<file path="src/rtl/gte_cop2_sequencer_if.sv">
// CPU-side COP2 request port and engine-side register/command port of the GTE sequencer.
// The sequencer attaches through the slave modport; the CPU/engine side uses master.
interface gte_cop2_sequencer_if;
    // CPU side
    logic        i_cpuReq;
    logic [1:0]  i_cpuOp;
    logic [5:0]  i_cpuRegID;
    logic [31:0] i_cpuData;
    logic [24:0] i_cpuInstr;
    logic        o_cpuAck;
    logic        o_cpuStall;
    logic [31:0] o_cpuRdData;
    logic        o_cpuRdValid;
    // Engine side
    logic [5:0]  o_regID;
    logic        o_WritReg;
    logic        o_ReadReg;
    logic [31:0] o_dataIn;
    logic [24:0] o_Instruction;
    logic        o_run;
    logic [31:0] i_dataOut;
    logic        i_operationForbidden;
    // Status
    logic [15:0] o_stallCount;
    logic        o_seqState;

    modport master (
        output i_cpuReq, i_cpuOp, i_cpuRegID, i_cpuData, i_cpuInstr,
        output i_dataOut, i_operationForbidden,
        input  o_cpuAck, o_cpuStall, o_cpuRdData, o_cpuRdValid,
        input  o_regID, o_WritReg, o_ReadReg, o_dataIn, o_Instruction, o_run,
        input  o_stallCount, o_seqState
    );

    modport slave (
        input  i_cpuReq, i_cpuOp, i_cpuRegID, i_cpuData, i_cpuInstr,
        input  i_dataOut, i_operationForbidden,
        output o_cpuAck, o_cpuStall, o_cpuRdData, o_cpuRdValid,
        output o_regID, o_WritReg, o_ReadReg, o_dataIn, o_Instruction, o_run,
        output o_stallCount, o_seqState
    );
endinterface

</file>
<file path="src/rtl/gte_cop2_sequencer.sv">
// Sequences CPU COP2 writes/commands through a 2-entry in-order queue into the GTE and serves reads.
// Optional stall counter enabled by defining GTE_SEQ_STALL_COUNTER_EN.
module gte_cop2_sequencer (
    input  logic                 i_clk,
    input  logic                 i_rst,
    gte_cop2_sequencer_if.slave  seqBus
);
    // Handshake: a CPU request is taken in any cycle where i_cpuReq && o_cpuAck;
    // otherwise o_cpuStall is high and the CPU must hold the request unchanged.
    typedef enum logic {IDLE = 1'b0, GUARD = 1'b1} state_t;

    typedef struct packed {
        logic        isCmd;
        logic [5:0]  regID;
        logic [31:0] payload;
    } entry_t;

    state_t      state;
    entry_t      fifo [2];
    logic [1:0]  count;
    logic [31:0] rdData;
    logic        rdValid;

    logic        isPushOp;
    logic        issue;
    logic        issueWrite;
    logic        issueCmd;
    logic        readAccept;
    logic        pushAck;
    logic        ignoreAck;
    logic        ack;
    logic        stall;
    logic        pushIdx;
    entry_t      newEntry;

    assign isPushOp   = (seqBus.i_cpuOp == 2'd0) || (seqBus.i_cpuOp == 2'd2);
    // The head is issued from registered queue state only, so a push is never bypassed.
    assign issue      = !i_rst && (state == IDLE) && (count != 2'd0) && !seqBus.i_operationForbidden;
    assign issueWrite = issue && !fifo[0].isCmd;
    assign issueCmd   = issue && fifo[0].isCmd;
    assign readAccept = !i_rst && seqBus.i_cpuReq && (seqBus.i_cpuOp == 2'd1) && (state == IDLE)
                        && (count == 2'd0) && !seqBus.i_operationForbidden;
    assign pushAck    = !i_rst && seqBus.i_cpuReq && isPushOp && (count != 2'd2);
    assign ignoreAck  = !i_rst && seqBus.i_cpuReq && (seqBus.i_cpuOp == 2'd3);
    assign ack        = pushAck || readAccept || ignoreAck;
    assign stall      = !i_rst && seqBus.i_cpuReq && !ack;

    // With a simultaneous pop the new entry lands one slot lower.
    assign pushIdx    = issue ? 1'b0 : count[0];

    always_comb begin
        newEntry         = '0;
        newEntry.isCmd   = seqBus.i_cpuOp[1];
        newEntry.regID   = seqBus.i_cpuRegID;
        newEntry.payload = seqBus.i_cpuOp[1] ? {7'd0, seqBus.i_cpuInstr} : seqBus.i_cpuData;
    end

    always_ff @(posedge i_clk) begin
        if (i_rst) begin
            state   <= IDLE;
            count   <= 2'd0;
            fifo[0] <= '0;
            fifo[1] <= '0;
            rdData  <= 32'd0;
            rdValid <= 1'b0;
        end else begin
            unique case (state)
                IDLE:    if (issueCmd) state <= GUARD;
                GUARD:   state <= IDLE;
                default: state <= IDLE;
            endcase

            if (issue)   fifo[0]       <= fifo[1];
            if (pushAck) fifo[pushIdx] <= newEntry;

            unique case ({pushAck, issue})
                2'b10:   count <= count + 2'd1;
                2'b01:   count <= count - 2'd1;
                default: count <= count;
            endcase

            rdValid <= readAccept;
            if (readAccept) rdData <= seqBus.i_dataOut;
        end
    end

    assign seqBus.o_cpuAck      = ack;
    assign seqBus.o_cpuStall    = stall;
    assign seqBus.o_cpuRdData   = i_rst ? 32'd0 : rdData;
    assign seqBus.o_cpuRdValid  = rdValid && !i_rst;
    assign seqBus.o_WritReg     = issueWrite;
    assign seqBus.o_ReadReg     = readAccept;
    assign seqBus.o_run         = issueCmd;
    assign seqBus.o_regID       = issueWrite ? fifo[0].regID :
                                  readAccept ? seqBus.i_cpuRegID : 6'd0;
    assign seqBus.o_dataIn      = issueWrite ? fifo[0].payload : 32'd0;
    assign seqBus.o_Instruction = issueCmd ? fifo[0].payload[24:0] : 25'd0;
    assign seqBus.o_seqState    = (state == GUARD) && !i_rst;

`ifdef GTE_SEQ_STALL_COUNTER_EN
    logic [15:0] stallCount;

    always_ff @(posedge i_clk) begin
        if (i_rst) begin
            stallCount <= 16'd0;
        end else if (stall && (stallCount != 16'hFFFF)) begin
            stallCount <= stallCount + 16'd1;
        end
    end

    assign seqBus.o_stallCount = i_rst ? 16'd0 : stallCount;
`else
    assign seqBus.o_stallCount = 16'd0;
`endif
endmodule

</file>
<file path="src/flat_wrapper.sv">
// flat-port wrapper written by rule: the top's interface ports become plain ports
module gte_cop2_sequencer_flat 
  (i_clk, i_rst, seqBus_i_cpuReq, seqBus_i_cpuOp, seqBus_i_cpuRegID, seqBus_i_cpuData, seqBus_i_cpuInstr, seqBus_i_dataOut, seqBus_i_operationForbidden, seqBus_o_cpuAck, seqBus_o_cpuStall, seqBus_o_cpuRdData, seqBus_o_cpuRdValid, seqBus_o_regID, seqBus_o_WritReg, seqBus_o_ReadReg, seqBus_o_dataIn, seqBus_o_Instruction, seqBus_o_run, seqBus_o_stallCount, seqBus_o_seqState);
  gte_cop2_sequencer_if seqBus_i ();
  input  logic i_clk;
  input  logic i_rst;
  input wire logic [$bits(seqBus_i.i_cpuReq)-1:0] seqBus_i_cpuReq;
  input wire logic [$bits(seqBus_i.i_cpuOp)-1:0] seqBus_i_cpuOp;
  input wire logic [$bits(seqBus_i.i_cpuRegID)-1:0] seqBus_i_cpuRegID;
  input wire logic [$bits(seqBus_i.i_cpuData)-1:0] seqBus_i_cpuData;
  input wire logic [$bits(seqBus_i.i_cpuInstr)-1:0] seqBus_i_cpuInstr;
  input wire logic [$bits(seqBus_i.i_dataOut)-1:0] seqBus_i_dataOut;
  input wire logic [$bits(seqBus_i.i_operationForbidden)-1:0] seqBus_i_operationForbidden;
  output wire logic [$bits(seqBus_i.o_cpuAck)-1:0] seqBus_o_cpuAck;
  output wire logic [$bits(seqBus_i.o_cpuStall)-1:0] seqBus_o_cpuStall;
  output wire logic [$bits(seqBus_i.o_cpuRdData)-1:0] seqBus_o_cpuRdData;
  output wire logic [$bits(seqBus_i.o_cpuRdValid)-1:0] seqBus_o_cpuRdValid;
  output wire logic [$bits(seqBus_i.o_regID)-1:0] seqBus_o_regID;
  output wire logic [$bits(seqBus_i.o_WritReg)-1:0] seqBus_o_WritReg;
  output wire logic [$bits(seqBus_i.o_ReadReg)-1:0] seqBus_o_ReadReg;
  output wire logic [$bits(seqBus_i.o_dataIn)-1:0] seqBus_o_dataIn;
  output wire logic [$bits(seqBus_i.o_Instruction)-1:0] seqBus_o_Instruction;
  output wire logic [$bits(seqBus_i.o_run)-1:0] seqBus_o_run;
  output wire logic [$bits(seqBus_i.o_stallCount)-1:0] seqBus_o_stallCount;
  output wire logic [$bits(seqBus_i.o_seqState)-1:0] seqBus_o_seqState;
  assign seqBus_i.i_cpuReq = seqBus_i_cpuReq;
  assign seqBus_i.i_cpuOp = seqBus_i_cpuOp;
  assign seqBus_i.i_cpuRegID = seqBus_i_cpuRegID;
  assign seqBus_i.i_cpuData = seqBus_i_cpuData;
  assign seqBus_i.i_cpuInstr = seqBus_i_cpuInstr;
  assign seqBus_i.i_dataOut = seqBus_i_dataOut;
  assign seqBus_i.i_operationForbidden = seqBus_i_operationForbidden;
  assign seqBus_o_cpuAck = seqBus_i.o_cpuAck;
  assign seqBus_o_cpuStall = seqBus_i.o_cpuStall;
  assign seqBus_o_cpuRdData = seqBus_i.o_cpuRdData;
  assign seqBus_o_cpuRdValid = seqBus_i.o_cpuRdValid;
  assign seqBus_o_regID = seqBus_i.o_regID;
  assign seqBus_o_WritReg = seqBus_i.o_WritReg;
  assign seqBus_o_ReadReg = seqBus_i.o_ReadReg;
  assign seqBus_o_dataIn = seqBus_i.o_dataIn;
  assign seqBus_o_Instruction = seqBus_i.o_Instruction;
  assign seqBus_o_run = seqBus_i.o_run;
  assign seqBus_o_stallCount = seqBus_i.o_stallCount;
  assign seqBus_o_seqState = seqBus_i.o_seqState;
  gte_cop2_sequencer u_core (.i_clk(i_clk), .i_rst(i_rst), .seqBus(seqBus_i));
endmodule
</file>
<file path="config.mk">
export PLATFORM = sky130hd
export DESIGN_NAME = gte_cop2_sequencer_flat
export DESIGN_NICKNAME = d
export VERILOG_FILES = /design/src/rtl/gte_cop2_sequencer_if.sv /design/src/rtl/gte_cop2_sequencer.sv /design/src/flat_wrapper.sv
export SDC_FILE = /design/constraint.sdc
export NUM_CORES = 1
export LEC_CHECK = 0
export ABC_AREA = 0
export BUFFER_PORTS_ARGS = -buffer_cell sky130_fd_sc_hd__buf_2
export CORE_MARGIN = 10
export CORE_UTILIZATION = 50
export CTS_BUF_LIST = sky130_fd_sc_hd__clkbuf_8
export DETAILED_ROUTE_END_ITERATION = 8
export PLACE_DENSITY = 0.82
export SYNTH_ARGS = -nofsm -noshare
export SYNTH_HDL_FRONTEND = slang
export SYNTH_SLANG_ARGS = --single-unit
</file>
<file path="constraint.sdc">
create_clock -name i_clk -period 7.6 [get_ports i_clk]
set_clock_uncertainty 0.05 [all_clocks]
set_input_delay 1.9 -clock i_clk [delete_from_list [all_inputs] [get_ports i_clk]]
set_output_delay 1.9 -clock i_clk [all_outputs]
set_load 0.02 [all_outputs]
</file>
==> flow_summary.json <==
{
  "status": "complete, no violations",
  "min_path_cells": 1,
  "remaining_drc_errors": 0,
  "worstPathRequired_ns": 5.65,
  "hold_buffers": 0,
  "wirelength_um": 15210,
  "fin_nets": 742,
  "h-tree-depth": 4,
  "worstHoldStart": "u_core.fifo[1][25]",
  "ys_types": 41,
  "ctsResizeCount": 0,
  "grtUsageTotal_pct": 18.53,
  "wl_met3_um": 1646,
  "tns_ns": 0,
  "die_w_um": 126.0,
  "ys_warn_count": 0,
  "synthFlopType": "edfxtp_1",
  "fin_area_mm2": 0.007029,
  "critPathBufInv": 2,
  "place_ws_ns": 1.870,
  "dp_hpwl_um": 10380,
  "cts_made_buffers": 17,
  "reg2regPathDepth": 3,
  "irDropWorstVdd_mv": 0.08871,
  "drt_iter0_drc": 256,
  "cp-start-kind": "primary input",
  "hp-class": "reg -> reg",
  "clock_path_buffers": 2,
  "cp_max_fo": 42,
  "top_layer": "met5",
  "avgRoutedWirePerCell_um": 19.16,
  "worst-setup-path-type": "in -> out",
  "crit_slowest_cell": "or3b_1",
  "vias": 4263,
  "synth_seq_cells": 114,
  "synthArstFlopShare_pct": 0,
  "syn_to_final_growth_pct": 25.23,
  "rows": 38,
  "p_per_area_mw_per_mm2": 200.6,
  "slowest_delay_ns": 0.53,
  "wl_met2_um": 7158,
  "grt_pass1_vias": 4588,
  "start_util_pct": 51.33,
  "cp_top_family": "simple AND/OR/NAND/NOR gates",
  "n_fill_cell": 848,
  "worst_path_most_repeated_cell": "buf_2",
  "wl_met1_um": 6159,
  "synth-edff-count": 78,
  "cts_tree": "yes",
  "insertion_delay_ns": 0.40,
  "r2r_start": "u_core.count[0]",
  "final-max-slew-violation-count": 0,
  "antenna_found_initial": 2,
  "die_y_um": 126.0,
  "grt_pass1_wl_um": 24010,
  "ios": 219,
  "hold-path-endpoint": "u_core.fifo[0][25]",
  "first_pass_iters": 4,
  "drive_above_1_share_pct": 46.25,
  "max_freq_mhz": 175.4,
  "synth_cells": 452,
  "grt_overflow": 0,
  "cts_setup_buffers": 0,
  "rsz0062_at_grt": "no",
  "grt_max_degree": 68,
  "place_congestion": 0.8225,
  "die_area_mm2": 0.01586,
  "fin_util_pct": 64.28,
  "cts-root-buf": "clkbuf_8",
  "path_cells": "buf_2 -> or3b_1 -> nor4_4 -> a22o_1 -> buf_2",
  "crit_path_end_kind": "primary output",
  "synth_area_mm2": 0.005613,
  "r2r_end": "u_core.fifo[1][23]",
  "worstMarginPinSlew_ns": 1.031,
  "p_leak_nw": 3.265,
  "port_buffers": 202,
  "ant_nets": 0,
  "fin_ws_ns": 1.898,
  "arrival_ns": 3.75,
  "via_per_inst": 5.369,
  "seq_area_frac_synth_pct": 54.57,
  "rrSetupSlack_ns": 4.36,
  "min_period_ns": 5.702,
  "finalHoldViolCount": 0,
  "setup-violations-final": 0,
  "period_share_pct": 75.03,
  "placed_area_mm2": 0.006643,
  "syn_avg_cell_area_um2": 12.42,
  "slew_headroom_pct": 31.02,
  "core_mm2": 0.01094,
  "path_clk_slew_ns": 0.07,
  "max_cap_violations": 0,
  "cts_sinks": 114
}
-- power by group --
| part | total (mW) | internal [mW] | switching (mW) |
|---|---|---|---|
| sequential | 0.718 | 0.699 | 0.0189 |
| combinational | 0.140 | 0.0591 | 0.0805 |
| clock | 0.552 | 0.316 | 0.237 |
-- Yosys cell counts (all sizes together) (3+ instances only) --
cell type / n / area [um^2]
nor2b: 64 / 400.4
a22o: 6 / 52.55
nor4: 4 / 46.29
edfxtp: 78 / 2342
and2: 34 / 212.7
dfxtp: 36 / 720.7
inv: 8 / 30.03
mux2: 57 / 653.1
and3: 25 / 156.4
a32o: 38 / 380.4
clkbuf: 24 / 90.09
nor3b: 7 / 52.55
nand2b: 3 / 18.77
and2b: 4 / 30.03
buf: 31 / 222.7
nor2: 12 / 45.04
-- logic make-up after synthesis --
logic type	share of synthesized area (%)
other cells	0.06681
compound gates	8.649
mux	11.81
flops	54.57
xor+xnor	0.3121
buf+inv	6.108
fa+ha+maj	0.2229
simple gates	18.26
-- flip-flops by register name (all words and copies together) (netlist names) --
signal and count:
u_core.fifo 78, u_core.state 1, u_core.rdData 32, u_core.count 2, u_core.rdValid 1
-- per-layer routing --
metal / global-route usage, % / up-vias
li1: - / 1995
met1: 21.86 / 2014
met2: 29.71 / 233
met3: 8.263 / 19
met4: 5.827 / 2
met5: 0 / -
-- area by class of cell --
type | instances | area [um^2] | area share [%]
Clock inverter | 15 | 150.1 | 2.136
Inverter | 8 | 30.03 | 0.4272
Antenna cell | 1 | 2.502 | 0.03560
Sequential cell | 114 | 3063 | 43.57
Tap cell | 140 | 175.2 | 2.492
Multi-Input combinational cell | 290 | 2311 | 32.88
Timing Repair Buffer | 209 | 1064 | 15.13
Clock buffer | 17 | 234.0 | 3.329
-- stage by stage --
step	power [mW]	hold slack, ns	instances
after floorplan	0.8174	0.4508	467
after global placement	0.8652	0.4851	761
after detailed placement	0.8700	0.4965	761
after CTS	1.423	0.5111	793
after global routing	1.468	0.5327	794
final	1.410	0.5090	794
-- worst max-delay path by stage --
stage / slack, ns / endpoint / from / cells after the start
after floorplan: 2.45 / seqBus_o_regID[0] / seqBus_i_cpuOp[1] / 6
after global placement: 1.93 / seqBus_o_regID[0] / seqBus_i_cpuOp[1] / 5
after detailed placement: 1.87 / seqBus_o_regID[0] / seqBus_i_cpuOp[1] / 5
after CTS: 1.87 / seqBus_o_regID[0] / seqBus_i_cpuOp[1] / 5
after global routing: 1.77 / seqBus_o_regID[0] / seqBus_i_cpuOp[1] / 5
final: 1.90 / seqBus_o_regID[0] / seqBus_i_cpuOp[1] / 5
-- layout by cell type, fill, tap and decap left out, types with 2 or more instances in the layout --
cell type    n
edfxtp_1    78
buf_4        7
or3b_1       2
nor2_1      12
inv_1       10
a32o_1      38
dfxtp_1     36
nand2b_1     3
nor4_4       2
nor4_1       2
clkinv_1     3
buf_2      202
mux2_2      54
a22o_1       6
clkbuf_8    17
bufinv_16    3
mux2_4       3
nor3b_1      7
o31a_1       2
and2_1      34
and3_1      25
and2b_1      4
conb_1      16
nor2b_1     64
clkinv_2     5
Note: power is estimated with default switching activity, not from simulation.
